==> src/rtl/mips_run_dump_controller_pkg.sv <==
// Shared defaults and state encodings for the MIPS run/dump controller.
package mips_run_dump_controller_pkg;

    localparam int unsigned DEF_N            = 32;
    localparam int unsigned DEF_ADDR_W       = 10;
    localparam int unsigned DEF_CYC_W        = 32;
    localparam int unsigned DEF_RESET_CYCLES = 2;
    localparam logic [31:0] DEF_HALT_ADDR    = 32'hFFFF_FFFC;

    typedef enum logic [2:0] {
        RUN_IDLE,
        RUN_RESET,
        RUN_RUN,
        RUN_DUMP,
        RUN_DONE
    } run_state_e;

    typedef enum logic [1:0] {
        DMP_IDLE,
        DMP_RD,
        DMP_CAP,
        DMP_OUT
    } dump_state_e;

endpackage

==> src/rtl/mips_run_dump_controller_mem_dump_streamer.sv <==
// Streams data-memory words [first, end) over valid/ready, one read-capture-offer
// round per word against a memory with one cycle of read latency.
module mem_dump_streamer
    import mips_run_dump_controller_pkg::*;
#(
    parameter int unsigned N      = DEF_N,
    parameter int unsigned ADDR_W = DEF_ADDR_W
) (
    input  logic              clk,
    input  logic              rstb,
    input  logic              go_i,
    input  logic [ADDR_W-1:0] first_addr_i,
    input  logic [ADDR_W-1:0] end_addr_i,
    output logic [ADDR_W-1:0] rd_addr_o,
    input  logic [N-1:0]      rd_data_i,
    output logic              valid_o,
    input  logic              ready_i,
    output logic [ADDR_W-1:0] addr_o,
    output logic [N-1:0]      data_o,
    output logic              finish_c
);

    dump_state_e       state_q, state_d;
    logic [ADDR_W-1:0] ptr_q, ptr_d;
    logic [N-1:0]      data_q, data_d;
    logic              valid_q, valid_d;

    always_ff @(posedge clk or negedge rstb) begin
        if (!rstb) begin
            state_q <= DMP_IDLE;
            ptr_q   <= '0;
            data_q  <= '0;
            valid_q <= 1'b0;
        end else begin
            state_q <= state_d;
            ptr_q   <= ptr_d;
            data_q  <= data_d;
            valid_q <= valid_d;
        end
    end

    // The exclusive end bound keeps ptr from ever wrapping.
    always_comb begin
        state_d  = state_q;
        ptr_d    = ptr_q;
        data_d   = data_q;
        finish_c = 1'b0;
        case (state_q)
            DMP_IDLE: begin
                if (go_i) begin
                    ptr_d   = first_addr_i;
                    state_d = DMP_RD;
                end
            end
            DMP_RD:  state_d = DMP_CAP;
            DMP_CAP: begin
                data_d  = rd_data_i;
                state_d = DMP_OUT;
            end
            DMP_OUT: begin
                if (ready_i) begin
                    ptr_d = ptr_q + ADDR_W'(1);
                    if (ptr_d == end_addr_i) begin
                        finish_c = 1'b1;
                        state_d  = DMP_IDLE;
                    end else begin
                        state_d = DMP_RD;
                    end
                end
            end
        endcase
        valid_d = (state_d == DMP_OUT);
    end

    assign rd_addr_o = ptr_q;
    assign addr_o    = ptr_q;
    assign data_o    = data_q;
    assign valid_o   = valid_q;

endmodule

==> src/rtl/mips_run_dump_controller.sv <==
// Run/dump sequencer: holds the core in reset, runs it for a cycle budget or until
// a halt store, then streams a data-memory word range out.
module mips_run_dump_controller
    import mips_run_dump_controller_pkg::*;
#(
    parameter int unsigned N            = DEF_N,
    parameter int unsigned ADDR_W       = DEF_ADDR_W,
    parameter int unsigned CYC_W        = DEF_CYC_W,
    parameter int unsigned RESET_CYCLES = DEF_RESET_CYCLES,
    parameter logic [N-1:0] HALT_ADDR   = N'(DEF_HALT_ADDR)
) (
    input  logic              clk,
    input  logic              rstb,
    input  logic              start,
    input  logic [CYC_W-1:0]  max_cycles,
    input  logic [ADDR_W-1:0] dump_start,
    input  logic [ADDR_W-1:0] dump_stop,
    output logic              core_rstb,
    input  logic              mon_wr_ena,
    input  logic [N-1:0]      mon_addr,
    input  logic [N-1:0]      mon_wr_data,
    output logic [ADDR_W-1:0] dmem_rd_addr,
    input  logic [N-1:0]      dmem_rd_data,
    output logic              dump_valid,
    input  logic              dump_ready,
    output logic [ADDR_W-1:0] dump_addr,
    output logic [N-1:0]      dump_data,
    output logic [CYC_W-1:0]  cycle_count,
    output logic [N-1:0]      halt_code,
    output logic              halted,
    output logic              timeout,
    output logic              busy,
    output logic              done
);

    localparam int unsigned RST_W = $clog2(RESET_CYCLES) + 1;

    run_state_e        state_q, state_d;
    logic [RST_W-1:0]  rst_cnt_q, rst_cnt_d;
    logic [CYC_W-1:0]  cnt_q, cnt_d;
    logic [CYC_W-1:0]  max_q, max_d;
    logic [ADDR_W-1:0] dstart_q, dstart_d;
    logic [ADDR_W-1:0] dstop_q, dstop_d;
    logic [N-1:0]      halt_code_q, halt_code_d;
    logic              halted_q, halted_d;
    logic              timeout_q, timeout_d;
    logic              busy_q, busy_d;
    logic              done_q, done_d;
    logic              core_rstb_q, core_rstb_d;
    logic              run_exit;
    logic              go_c;
    logic              dump_finish_c;

    always_ff @(posedge clk or negedge rstb) begin
        if (!rstb) begin
            state_q     <= RUN_IDLE;
            rst_cnt_q   <= '0;
            cnt_q       <= '0;
            max_q       <= '0;
            dstart_q    <= '0;
            dstop_q     <= '0;
            halt_code_q <= '0;
            halted_q    <= 1'b0;
            timeout_q   <= 1'b0;
            busy_q      <= 1'b0;
            done_q      <= 1'b0;
            core_rstb_q <= 1'b0;
        end else begin
            state_q     <= state_d;
            rst_cnt_q   <= rst_cnt_d;
            cnt_q       <= cnt_d;
            max_q       <= max_d;
            dstart_q    <= dstart_d;
            dstop_q     <= dstop_d;
            halt_code_q <= halt_code_d;
            halted_q    <= halted_d;
            timeout_q   <= timeout_d;
            busy_q      <= busy_d;
            done_q      <= done_d;
            core_rstb_q <= core_rstb_d;
        end
    end

    // Status outputs are decoded from the next state so they line up with it.
    always_comb begin
        state_d     = state_q;
        rst_cnt_d   = rst_cnt_q;
        cnt_d       = cnt_q;
        max_d       = max_q;
        dstart_d    = dstart_q;
        dstop_d     = dstop_q;
        halt_code_d = halt_code_q;
        halted_d    = halted_q;
        timeout_d   = timeout_q;
        run_exit    = 1'b0;
        go_c        = 1'b0;
        case (state_q)
            RUN_IDLE, RUN_DONE: begin
                if (start) begin
                    max_d       = max_cycles;
                    dstart_d    = dump_start;
                    dstop_d     = dump_stop;
                    cnt_d       = '0;
                    rst_cnt_d   = '0;
                    halt_code_d = '0;
                    halted_d    = 1'b0;
                    timeout_d   = 1'b0;
                    state_d     = RUN_RESET;
                end
            end
            RUN_RESET: begin
                if (rst_cnt_q == RST_W'(RESET_CYCLES - 1)) begin
                    cnt_d   = '0;
                    state_d = RUN_RUN;
                end else begin
                    rst_cnt_d = rst_cnt_q + RST_W'(1);
                end
            end
            RUN_RUN: begin
                // A halt store only counts while the core is actually out of reset.
                if (core_rstb_q && mon_wr_ena && (mon_addr == HALT_ADDR)) begin
                    halt_code_d = mon_wr_data;
                    halted_d    = 1'b1;
                    run_exit    = 1'b1;
                end else if (cnt_q == max_q) begin
                    timeout_d = 1'b1;
                    run_exit  = 1'b1;
                end else begin
                    cnt_d = cnt_q + CYC_W'(1);
                end
                if (run_exit) begin
                    if (dstop_q <= dstart_q) begin
                        state_d = RUN_DONE;
                    end else begin
                        go_c    = 1'b1;
                        state_d = RUN_DUMP;
                    end
                end
            end
            RUN_DUMP: begin
                if (dump_finish_c) begin
                    state_d = RUN_DONE;
                end
            end
            default: state_d = RUN_IDLE;
        endcase
        core_rstb_d = (state_d == RUN_RUN) && (cnt_d != max_d);
        busy_d      = (state_d == RUN_RESET) || (state_d == RUN_RUN) || (state_d == RUN_DUMP);
        done_d      = (state_d == RUN_DONE);
    end

    mem_dump_streamer #(
        .N      (N),
        .ADDR_W (ADDR_W)
    ) u_streamer (
        .clk          (clk),
        .rstb         (rstb),
        .go_i         (go_c),
        .first_addr_i (dstart_q),
        .end_addr_i   (dstop_q),
        .rd_addr_o    (dmem_rd_addr),
        .rd_data_i    (dmem_rd_data),
        .valid_o      (dump_valid),
        .ready_i      (dump_ready),
        .addr_o       (dump_addr),
        .data_o       (dump_data),
        .finish_c     (dump_finish_c)
    );

    assign core_rstb   = core_rstb_q;
    assign cycle_count = cnt_q;
    assign halt_code   = halt_code_q;
    assign halted      = halted_q;
    assign timeout     = timeout_q;
    assign busy        = busy_q;
    assign done        = done_q;

endmodule

==> config.mk <==
export PLATFORM = sky130hd
export DESIGN_NAME = mips_run_dump_controller
export DESIGN_NICKNAME = d
export VERILOG_FILES = /design/src/rtl/mips_run_dump_controller_pkg.sv /design/src/rtl/mips_run_dump_controller_mem_dump_streamer.sv /design/src/rtl/mips_run_dump_controller.sv
export SDC_FILE = /design/constraint.sdc
export NUM_CORES = 1
export LEC_CHECK = 0
export ABC_AREA = 0
export CAP_MARGIN = 20
export CELL_PAD_IN_SITES_DETAIL_PLACEMENT = 1
export CELL_PAD_IN_SITES_GLOBAL_PLACEMENT = 1
export CORE_MARGIN = 3
export CORE_UTILIZATION = 36
export DETAILED_ROUTE_END_ITERATION = 16
export PLACE_DENSITY_LB_ADDON = 0.1
export SYNTH_ARGS = -nofsm -noshare
export SYNTH_HDL_FRONTEND = slang
export SYNTH_SLANG_ARGS = --single-unit
export TNS_END_PERCENT = 5
==> constraint.sdc <==
create_clock -name clk -period 3.8 [get_ports clk]
set_input_delay 1.14 -clock clk [delete_from_list [all_inputs] [get_ports clk]]
set_output_delay 1.14 -clock clk [all_outputs]
set_load 0.01 [all_outputs]
---- Word-level counts from Yosys, hierarchy flattened ----
Cells that the tools add are included.
Widths: inputs -> output; s select.
word-level totals
  input bits .............................. 153
  register bits after elaboration ......... 171
  logic and storage cells ................. 101
operators by class
  reductions and logical operators ........ 16
  add/sub/neg operators ................... 3
  $lt $le $gt $ge ......................... 1
  multiplexer cells ....................... 41
  eq/ne operators ......................... 24
operators by type and width
  operator               count
  $mux 32                8
  $pmux 32 s3            1
  $pmux 32 s2            1
  $add 32x1->32 const B  1
  $eq 32x32->1           1
  $eq 32x32->1 const B   1
  $ne 32x32->1           1
  $mux 10                2
  $pmux 10 s2            1
  $mux 3                 5
  $mux 1                 14
  $ne 2x2->1 const B     7
  $eq 3x2->1 const B     4
  $pmux 3 s4             1
  $add 10x1->10 const B  1
  $eq 10x10->1           1
  $le 10x10->1           1
  $reduce_and 3->1       3
  $mux 2                 4
  $pmux 2 s4             1
  $eq 2x2->1 const B     3
  $eq 3x1->1 const B     2
  $eq 3x3->1 const B     2
  $reduce_bool 2->1      3
  other kinds (11)       16

---- Longest topological paths before layout ----
Gate-level depths: netlist (run 1).
  depth after elaboration ................. 10
  gate-level depth with buffers ........... 14
  depth with buffers taken out ............ 12

---- Hierarchy ----
Synthesis (run 1) repeated with hierarchy kept, for this count alone.
second synthesis, totals
  cell total of the unflattened synthesis .. 1,064
  area, all modules ....................... 9,610.5 um^2
by module, submodules not included
  module                    times used  cells an instance  area each (um^2)
  mips_run_dump_controller  1           865                7,358.3
  mem_dump_streamer         1           199                2,252.2

---- Worst setup path before layout (run 1) ----
OpenSTA, ideal clock, no wires.
  path type ............................... in2reg
  start ................................... input mon_addr[1]
  end ..................................... register core_rstb_q (netlist: core_rstb)
  path slack .............................. -0.011 ns
  required time ........................... 3.671 ns
  arrival ................................. 3.682 ns
  buffers on the path ..................... 1
  cell stages on the path ................. 10
  path through ............................ nand4b_1 or4_4 or3_4 buf_6 a32o_1 a31o_2 xor2_1 nor4_2 nand4_1 o41a_1
between the ends
  elaborated cells between the ends (all ways) .. 11
  those cells by class .................... eq/ne: 3; mux: 6; reduce/logical: 2
RTL lines
  what                    RTL line                         RTL
  start: declaration      mips_run_dump_controller.sv:20   input logic [N-1:0] mon_addr,
  $eq 32x32->1            mips_run_dump_controller.sv:121  if (core_rstb_q && mon_wr_ena && (mon_addr == HALT_ADDR)) begin
  $logic_and 1x1->1       mips_run_dump_controller.sv:121
  $mux 32                 mips_run_dump_controller.sv:121
  $pmux 32 s3             mips_run_dump_controller.sv:97   case (state_q)
  via cnt_d[10]           mips_run_dump_controller.sv:40   logic [CYC_W-1:0] cnt_q, cnt_d;
  $ne 32x32->1            mips_run_dump_controller.sv:147  core_rstb_d = (state_d == RUN_RUN) && (cnt_d != max_d);
  $logic_and 1x1->1       mips_run_dump_controller.sv:147
  via core_rstb_d         mips_run_dump_controller.sv:49   logic core_rstb_q, core_rstb_d;
  end signal: assignment  mips_run_dump_controller.sv:80   core_rstb_q <= core_rstb_d;
  end: declaration        mips_run_dump_controller.sv:49
The timed path passes the listed nets, and every way through them passes these cells. The select of a mux whose other input is x is not followed.
A chain may end at the register's enable or synchronous reset.

---- Final worst setup path (run 1) ----
  start ................................... input mon_addr[2]
  end ..................................... register core_rstb_q (netlist: core_rstb)
Same word-level chain as after synthesis.

==> results.py, run 1 <==
metrics = {
    "global_routing": {
        "grt.total_usage": 0.2469,
        "grt_pass1_vias": 9856,
        "grt_pass1_wl_mm": 55.29,
        "grt_remaining_overflow": 0,
        "grt_max_degree": 65,
        "grt_antenna_before_repair": 0,
    },
    "timing": {
        "slew_viol_final": 0,
        "rsz0062_at_grt": "yes",
        "fin_crit_ps": 3851,
        "setup_viol": 1,
        "fin_ws_ps": -51.45,
        "tightest_slew_ps": 608.7,
        "hold_viol_final": 0,
        "slew_headroom": 0.5826,
        "final.period_utilization": 1.014,
        "fmax_mhz": 259.6,
        "fin_skew_ps": 15.67,
        "tns_ps": -51.45,
    },
    "worst_hold_path": {
        "hold_path.startpoint": "halted$_DFFE_PN0P_",
        "hold_path_class": "flip-flop to flip-flop",
    },
    "cts": {
        "insertion_delay_ps": 440,
        "cts-buffers-inserted": 17,
        "path_clk_slew_ps": 70,
        "cts_sinks": 171,
        "cts_tree": "yes",
        "cts_hold_buf": 0,
        "cts_root_buffer": "clkbuf_16",
        "cts_buffer_depth": 2,
        "cts_max_level": 4,
    },
    "routing": {
        "avgRoutedWirePerCell_um": 20.51,
        "num_vias": 9438,
        "drt_iter0_markers": 627,
        "vias_per_cell": 5.437,
        "remaining_drc_errors": 0,
        "detail-route-antenna-nets": 0,
        "drt_wl_total_mm": 35.61,
        "dr.pass1.iters": 5,
    },
    "critical_path": {
        "crit_chain": "dlygate4sd2_1, nand4b_1, or4_4, buf_6, or3_4, buf_12, a32o_1, a31o_2, xor2_2, nor4_2, nand4_1, o41a_1",
        "cp_max_fo": 6,
        "worstPathArrival_ps": 4160,
        "cp_slowest_cell": "or4_4",
        "r2r_start": "max_q[1]$_DFF_PN0_",
        "required_ps": 4110,
        "crit_family": "simple AND/OR/NAND/NOR gates",
        "end_kind": "flip-flop",
        "crit_path_max_incr_delay_ps": 580,
        "crit_type": "input pin to flip-flop",
        "path_buf_inv": 3,
        "cp-startpoint": "mon_addr[2]",
        "worst_setup_path_start_kind": "input pin",
    },
    "yosys": {
        "syn_area_sq_mm": 0.009493,
        "ys_seq_area_frac": 0.4508,
        "yosys.area.top_type": "dfrtp_1",
        "avgSynthCellArea_sq_um": 9.041,
        "ys_ff_latch": 171,
        "yosysTopAreaCellShare": 0.4508,
        "ys_warn_count": 0,
        "async_reset_ff_frac": 1.000,
        "ys_top_cells_by_area": "dfrtp_1 (45%), nand2_1 (9.0%), o21ai_0 (4.3%)",
        "synthCells": 1050,
        "synth_edf_count": 0,
        "synth_nets": 1216,
        "yosys.cell_types.count": 72,
        "dominantRegCellSynth": "dfrtp_1",
    },
    "floorplanning": {
        "die_area_sq_mm": 0.02835,
        "io_pins": 275,
        "chipHeight_um": 168.4,
        "die_w_um": 168.4,
        "initial_utilization": 0.3716,
        "rows": 58,
        "core_sq_mm": 0.02554,
    },
    "power_and_ir_drop": {
        "p_int_mw": 5.526,
        "p_sw_frac": 0.4118,
        "peakVddDrop_mv": 0.3233,
        "pwr-share-comb": 0.503,
        "pwr-share-seq": 0.313,
        "p_sw_mw": 3.869,
        "power.leakage_nw": 6.153,
        "power.density_mw_per_mm2": 672.1,
        "p_clk_frac": 0.184,
    },
    "finish": {
        "n_fill_cell": 2916,
        "area_delta_synth_final_pct": 47.24,
        "diodes": 0,
        "post-route-util": 0.5472,
        "layout-drive-gt1-share": 0.1700,
        "nNetsFinal": 1559,
        "layout_commonest_cell": "clkdlybuf4s50_1",
        "mostFrequentLayoutCells": "clkdlybuf4s50_1 (245), nand2_1 (226), dfrtp_1 (171)",
    },
    "status": {
        "status": "complete, but fails checks",
        "violations": "setup timing",
    },
    "placement": {
        "io_buffers": 274,
        "place.gp.congestion": 0.9086,
        "hpwl_mm": 26.84,
    },
    "run": {
        "cap_violations": 0,
    },
}
## path summary, 6_finish.rpt
path / endpoint / slack [ps] / depth (start not counted)
worst max-delay path: core_rstb$_DFF_PN0_ / -50 / 12
worst min-delay path: halted$_DFFE_PN0P_ / 480 / 1
worst min register to register: halted$_DFFE_PN0P_ / 480 / 1
max in group asynchronous: halt_code[10]$_DFFE_PN0P_ / 2240 / 2
min in group asynchronous: u_streamer.addr_o[2]$_DFFE_PN0P_ / 690 / 1
worst max register to register: core_rstb$_DFF_PN0_ / 140 / 11
## routing by layer
metal  global-route usage  part of all wire
met1               0.3245              0.44
met2               0.4155              0.48
met3              0.04837             0.061
met4              0.07079             0.023
met5                    0                 0
## per-stage QoR
stage               hold slack [ps]  instance area [sq um]  total power [mW]  cells  setup slack (ps)
global route                  490.0                  13980             10.04   1736            -117.0
global placement              460.7                  13180             7.446   1694            -861.1
floorplan                     465.3                   9493             5.417   1050            -11.38
CTS                           481.7                  13820             9.436   1732            -144.0
finish                        480.8                  13980             9.394   1736            -51.45
detailed placement            466.0                  13180             7.619   1694            -925.8
## registers in the layout, indices dropped and copies added (netlist names)
| register | cells |
|---|---|
| dstart_q | 10 |
| u_streamer.addr_o | 10 |
| u_streamer.state_q | 2 |
| state_q | 3 |
| halt_code | 32 |
| timeout | 1 |
| halted | 1 |
| cycle_count | 32 |
| u_streamer.valid_o | 1 |
| u_streamer.data_o | 32 |
| done | 1 |
| rst_cnt_q | 2 |
| max_q | 32 |
| dstop_q | 10 |
| busy | 1 |
| core_rstb | 1 |
## power by group through the flow
stage	Sequential, mW	Combinational [mW]	Clock (mW)
3_3_place_gp	2.92	4.52	0
3_5_place_dp	2.98	4.64	0
5_1_grt	3.04	5.14	1.86
4_1_cts	2.95	4.71	1.78
6_report	2.94	4.72	1.73
2_1_floorplan	2.94	2.48	0
## kinds of logic after synthesis
| logic type | count (synthesis) | share of synthesized area |
|---|---|---|
| multiplexers | 46 | 0.05312 |
| AO/OA/AOI/OAI | 200 | 0.1325 |
| flip-flops | 171 | 0.4508 |
| adder cells (fa/ha/maj) | 13 | 0.01713 |
| buffers and inverters | 103 | 0.05562 |
| XOR/XNOR | 65 | 0.05997 |
| AND/OR/NAND/NOR | 452 | 0.2309 |
## cell type report
| class | count | area, sq um | area share |
|---|---|---|---|
| tap | 330 | 412.9 | 0.02954 |
| clock inverter | 14 | 132.6 | 0.009489 |
| clock buffer | 18 | 439.2 | 0.03142 |
| inverter | 26 | 97.59 | 0.006982 |
| sequential | 171 | 4279 | 0.3061 |
| timing repair buffer | 400 | 3769 | 0.2696 |
| multi-input combinational | 777 | 4847 | 0.3468 |
## synthesized netlist by cell type, types with 8 or more instances
| cell | count |
|---|---|
| nand2_1 | 227 |
| dfrtp_1 | 171 |
| o21ai_0 | 81 |
| nor2_1 | 53 |
| xnor2_1 | 46 |
| nand3_1 | 37 |
| a21oi_1 | 36 |
| mux2_2 | 35 |
| clkbuf_1 | 34 |
| nand4_1 | 32 |
| inv_1 | 26 |
| and3_1 | 22 |
| xor2_1 | 19 |
| a31oi_1 | 17 |
| nor3_1 | 15 |
| buf_4 | 14 |
| ha_1 | 13 |
| buf_2 | 11 |
| mux2i_1 | 11 |
| nor4_1 | 11 |
| buf_6 | 10 |
| a21o_1 | 9 |
| buf_1 | 8 |
## timing repair
item,4_1_cts,5_1_grt
setup endpoints to repair,10,8
cloned,1,0
pin swaps,18,31
gates resized for setup,33,38
buffers inserted,6,5
(Power assumes the default switching activity.)
==> run 2, diff against run 1 <==
--- a/config.mk
+++ b/config.mk
@@ -6,11 +6,11 @@
 export NUM_CORES = 1
 export LEC_CHECK = 0
 export ABC_AREA = 0
-export CAP_MARGIN = 20
 export CELL_PAD_IN_SITES_DETAIL_PLACEMENT = 1
 export CELL_PAD_IN_SITES_GLOBAL_PLACEMENT = 1
 export CORE_MARGIN = 3
-export CORE_UTILIZATION = 36
+export CORE_UTILIZATION = 37
+export CTS_BUF_LIST = sky130_fd_sc_hd__clkbuf_4 sky130_fd_sc_hd__clkbuf_8
 export DETAILED_ROUTE_END_ITERATION = 16
 export PLACE_DENSITY_LB_ADDON = 0.1
 export SYNTH_ARGS = -nofsm -noshare
==> run 2 against run 1 <==
The run now ends clean. Sequential power about the same. First-iteration DRC count increased by 4.1%. Core utilization increased by 1.5 points. Critical path type unchanged. Critical endpoint unchanged.
==> results.py, run 2 (synthesis results as in run 1) <==
metrics = {
    "status": {
        "status": "complete, no violations",
    },
    "critical_path": {
        "cp_slowest_cell": "or4_4",
        "r2r_setup_slack_ps": 210,
        "worst_setup_path_start_kind": "input pin",
        "r2r_start": "cycle_count[1]$_DFF_PN0_",
        "crit_type": "input pin to flip-flop",
        "worstPathArrival_ps": 4100,
        "crit_chain": "clkdlybuf4s15_1, nand4_1, or4_4, nor3_4, buf_6, buf_6, a211o_4, mux2_4, nand3_2, or4_4, nor4_4, nand4_1, o41a_1",
        "required_ps": 4160,
        "end_kind": "flip-flop",
        "cp_max_fo": 4,
        "crit_path_max_incr_delay_ps": 590,
        "crit_family": "simple AND/OR/NAND/NOR gates",
        "cp-startpoint": "mon_addr[8]",
        "ff2ff_path_depth": 13,
        "path_buf_inv": 3,
        "path_depth": 13,
        "endpoint": "core_rstb$_DFF_PN0_",
        "reg2reg_to": "core_rstb$_DFF_PN0_",
    },
    "global_routing": {
        "grt_pass1_vias": 9895,
        "grt_max_degree": 64,
        "grt_antenna_before_repair": 0,
        "grt_remaining_overflow": 0,
        "grt.total_usage": 0.2537,
        "grt_pass1_wl_mm": 56.14,
    },
    "floorplanning": {
        "chipHeight_um": 166.2,
        "core_sq_mm": 0.02475,
        "initial_utilization": 0.3836,
        "rows": 57,
        "io_pins": 275,
        "die_area_sq_mm": 0.02761,
        "die_w_um": 166.2,
    },
    "power_and_ir_drop": {
        "p_int_mw": 5.168,
        "power.density_mw_per_mm2": 648.4,
        "pwr-share-seq": 0.326,
        "power.leakage_nw": 6.098,
        "peakVddDrop_mv": 0.3273,
        "p_clk_frac": 0.145,
        "fin_total_pwr_mw": 9.022,
        "p_sw_mw": 3.854,
        "p_sw_frac": 0.4272,
        "pwr-share-comb": 0.529,
    },
    "routing": {
        "detail-route-antenna-nets": 0,
        "dr.pass1.iters": 5,
        "drt_wl_total_mm": 36.09,
        "num_vias": 9488,
        "avgRoutedWirePerCell_um": 20.79,
        "vias_per_cell": 5.465,
        "drt_iter0_markers": 653,
        "remaining_drc_errors": 0,
    },
    "timing": {
        "fin_skew_ps": 25.83,
        "slew_headroom": 0.4763,
        "rsz0062_at_grt": "yes",
        "hold_viol_final": 0,
        "slew_viol_final": 0,
        "fmax_mhz": 267.3,
        "setup_viol": 0,
        "tns_ps": 0,
        "hold_ws_ps": 485.0,
        "fin_crit_ps": 3741,
        "final.period_utilization": 0.9846,
        "tightest_slew_ps": 763.7,
    },
    "cts": {
        "path_clk_slew_ps": 110,
        "cts_max_level": 4,
        "cts_sinks": 171,
        "cts_tree": "yes",
        "cts_hold_buf": 0,
        "cts_buffer_depth": 2,
        "insertion_delay_ps": 480,
        "cts_root_buffer": "clkbuf_8",
        "cts-buffers-inserted": 17,
    },
    "finish": {
        "final_cell_area_sq_mm": 0.01391,
        "mostFrequentLayoutCells": "clkdlybuf4s50_1 (241), nand2_1 (226), dfrtp_1 (171)",
        "diodes": 0,
        "area_delta_synth_final_pct": 46.58,
        "layout-drive-gt1-share": 0.1756,
        "nNetsFinal": 1566,
        "n_fill_cell": 2834,
        "layout_commonest_cell": "clkdlybuf4s50_1",
    },
    "placement": {
        "io_buffers": 274,
        "placed_cell_area_sq_mm": 0.01322,
        "place.gp.congestion": 0.9545,
        "hpwl_mm": 27.19,
    },
    "worst_hold_path": {
        "hold_path_class": "flip-flop to flip-flop",
    },
    "run": {
        "cap_violations": 0,
    },
}
## run 2: layer usage
| layer | GRT usage | share of wire |
|---|---|---|
| met5 | 0 | 0 |
| met4 | 0.06438 | 0.016 |
| met3 | 0.05284 | 0.061 |
| met2 | 0.4272 | 0.48 |
| met1 | 0.3356 | 0.44 |
## run 2: final cells by class
cell class / count / area [sq um] / share of cell area
Multi-Input combinational cell: 777 / 4895 / 0.3518
Sequential cell: 171 / 4279 / 0.3075
Timing Repair Buffer: 407 / 3861 / 0.2775
Tap cell: 324 / 405.4 / 0.02913
Clock buffer: 18 / 247.7 / 0.01780
Clock inverter: 13 / 128.9 / 0.009262
Inverter: 26 / 97.59 / 0.007014
## run 2: metrics by stage
| stage | utilization | setup WS, ps | cells |
|---|---|---|---|
| 6_report | 0.5623 | 58.55 | 1736 |
| 5_1_grt | 0.5623 | -31.63 | 1736 |
| 4_1_cts | 0.5532 | 0.6355 | 1726 |
| 3_5_place_dp | 0.5343 | -906.9 | 1689 |
| 3_3_place_gp | 0.5343 | -860.0 | 1689 |
| 2_1_floorplan | - | -11.38 | 1050 |
## run 2: timing repair
| item | 4_1_cts | 5_1_grt |
|---|---|---|
| pin swaps | 23 | 27 |
| setup endpoints to repair | 1 | 1 |
| resized for setup | 46 | 46 |
| gates cloned | 1 | 0 |
| buffers inserted | 5 | 12 |
## run 2: how the worst min path moves through the flow
| stage | start | to | slack [ps] | cells after the start |
|---|---|---|---|---|
| after floorplan | rst_cnt_q[0]$_DFFE_PN0P_ | rst_cnt_q[0]$_DFFE_PN0P_ | 470 | 1 |
| after global placement | halted$_DFFE_PN0P_ | halted$_DFFE_PN0P_ | 460 | 1 |
| after detailed placement | halted$_DFFE_PN0P_ | halted$_DFFE_PN0P_ | 470 | 1 |
| after CTS | halted$_DFFE_PN0P_ | halted$_DFFE_PN0P_ | 490 | 1 |
| after global routing | halted$_DFFE_PN0P_ | halted$_DFFE_PN0P_ | 520 | 1 |
| final | halted$_DFFE_PN0P_ | halted$_DFFE_PN0P_ | 480 | 1 |
## run 2: worst register-to-register path, delay by kind of cell (launching register included)
family,cells,cell delay (ps)
AO/OA/AOI/OAI,2,670
XOR/XNOR,2,330
buffers and inverters,3,520
flip-flops,1,470
AND/OR/NAND/NOR,6,1500
## run 2: power by group through the flow
stage / registers (mW) / logic (mW) / clock network, mW
detailed placement: 2.97 / 4.65 / 0
global placement: 2.93 / 4.53 / 0
floorplan: 2.94 / 2.48 / 0
CTS: 2.94 / 4.72 / 1.35
finish: 2.94 / 4.77 / 1.31
global route: 3.02 / 5.18 / 1.43
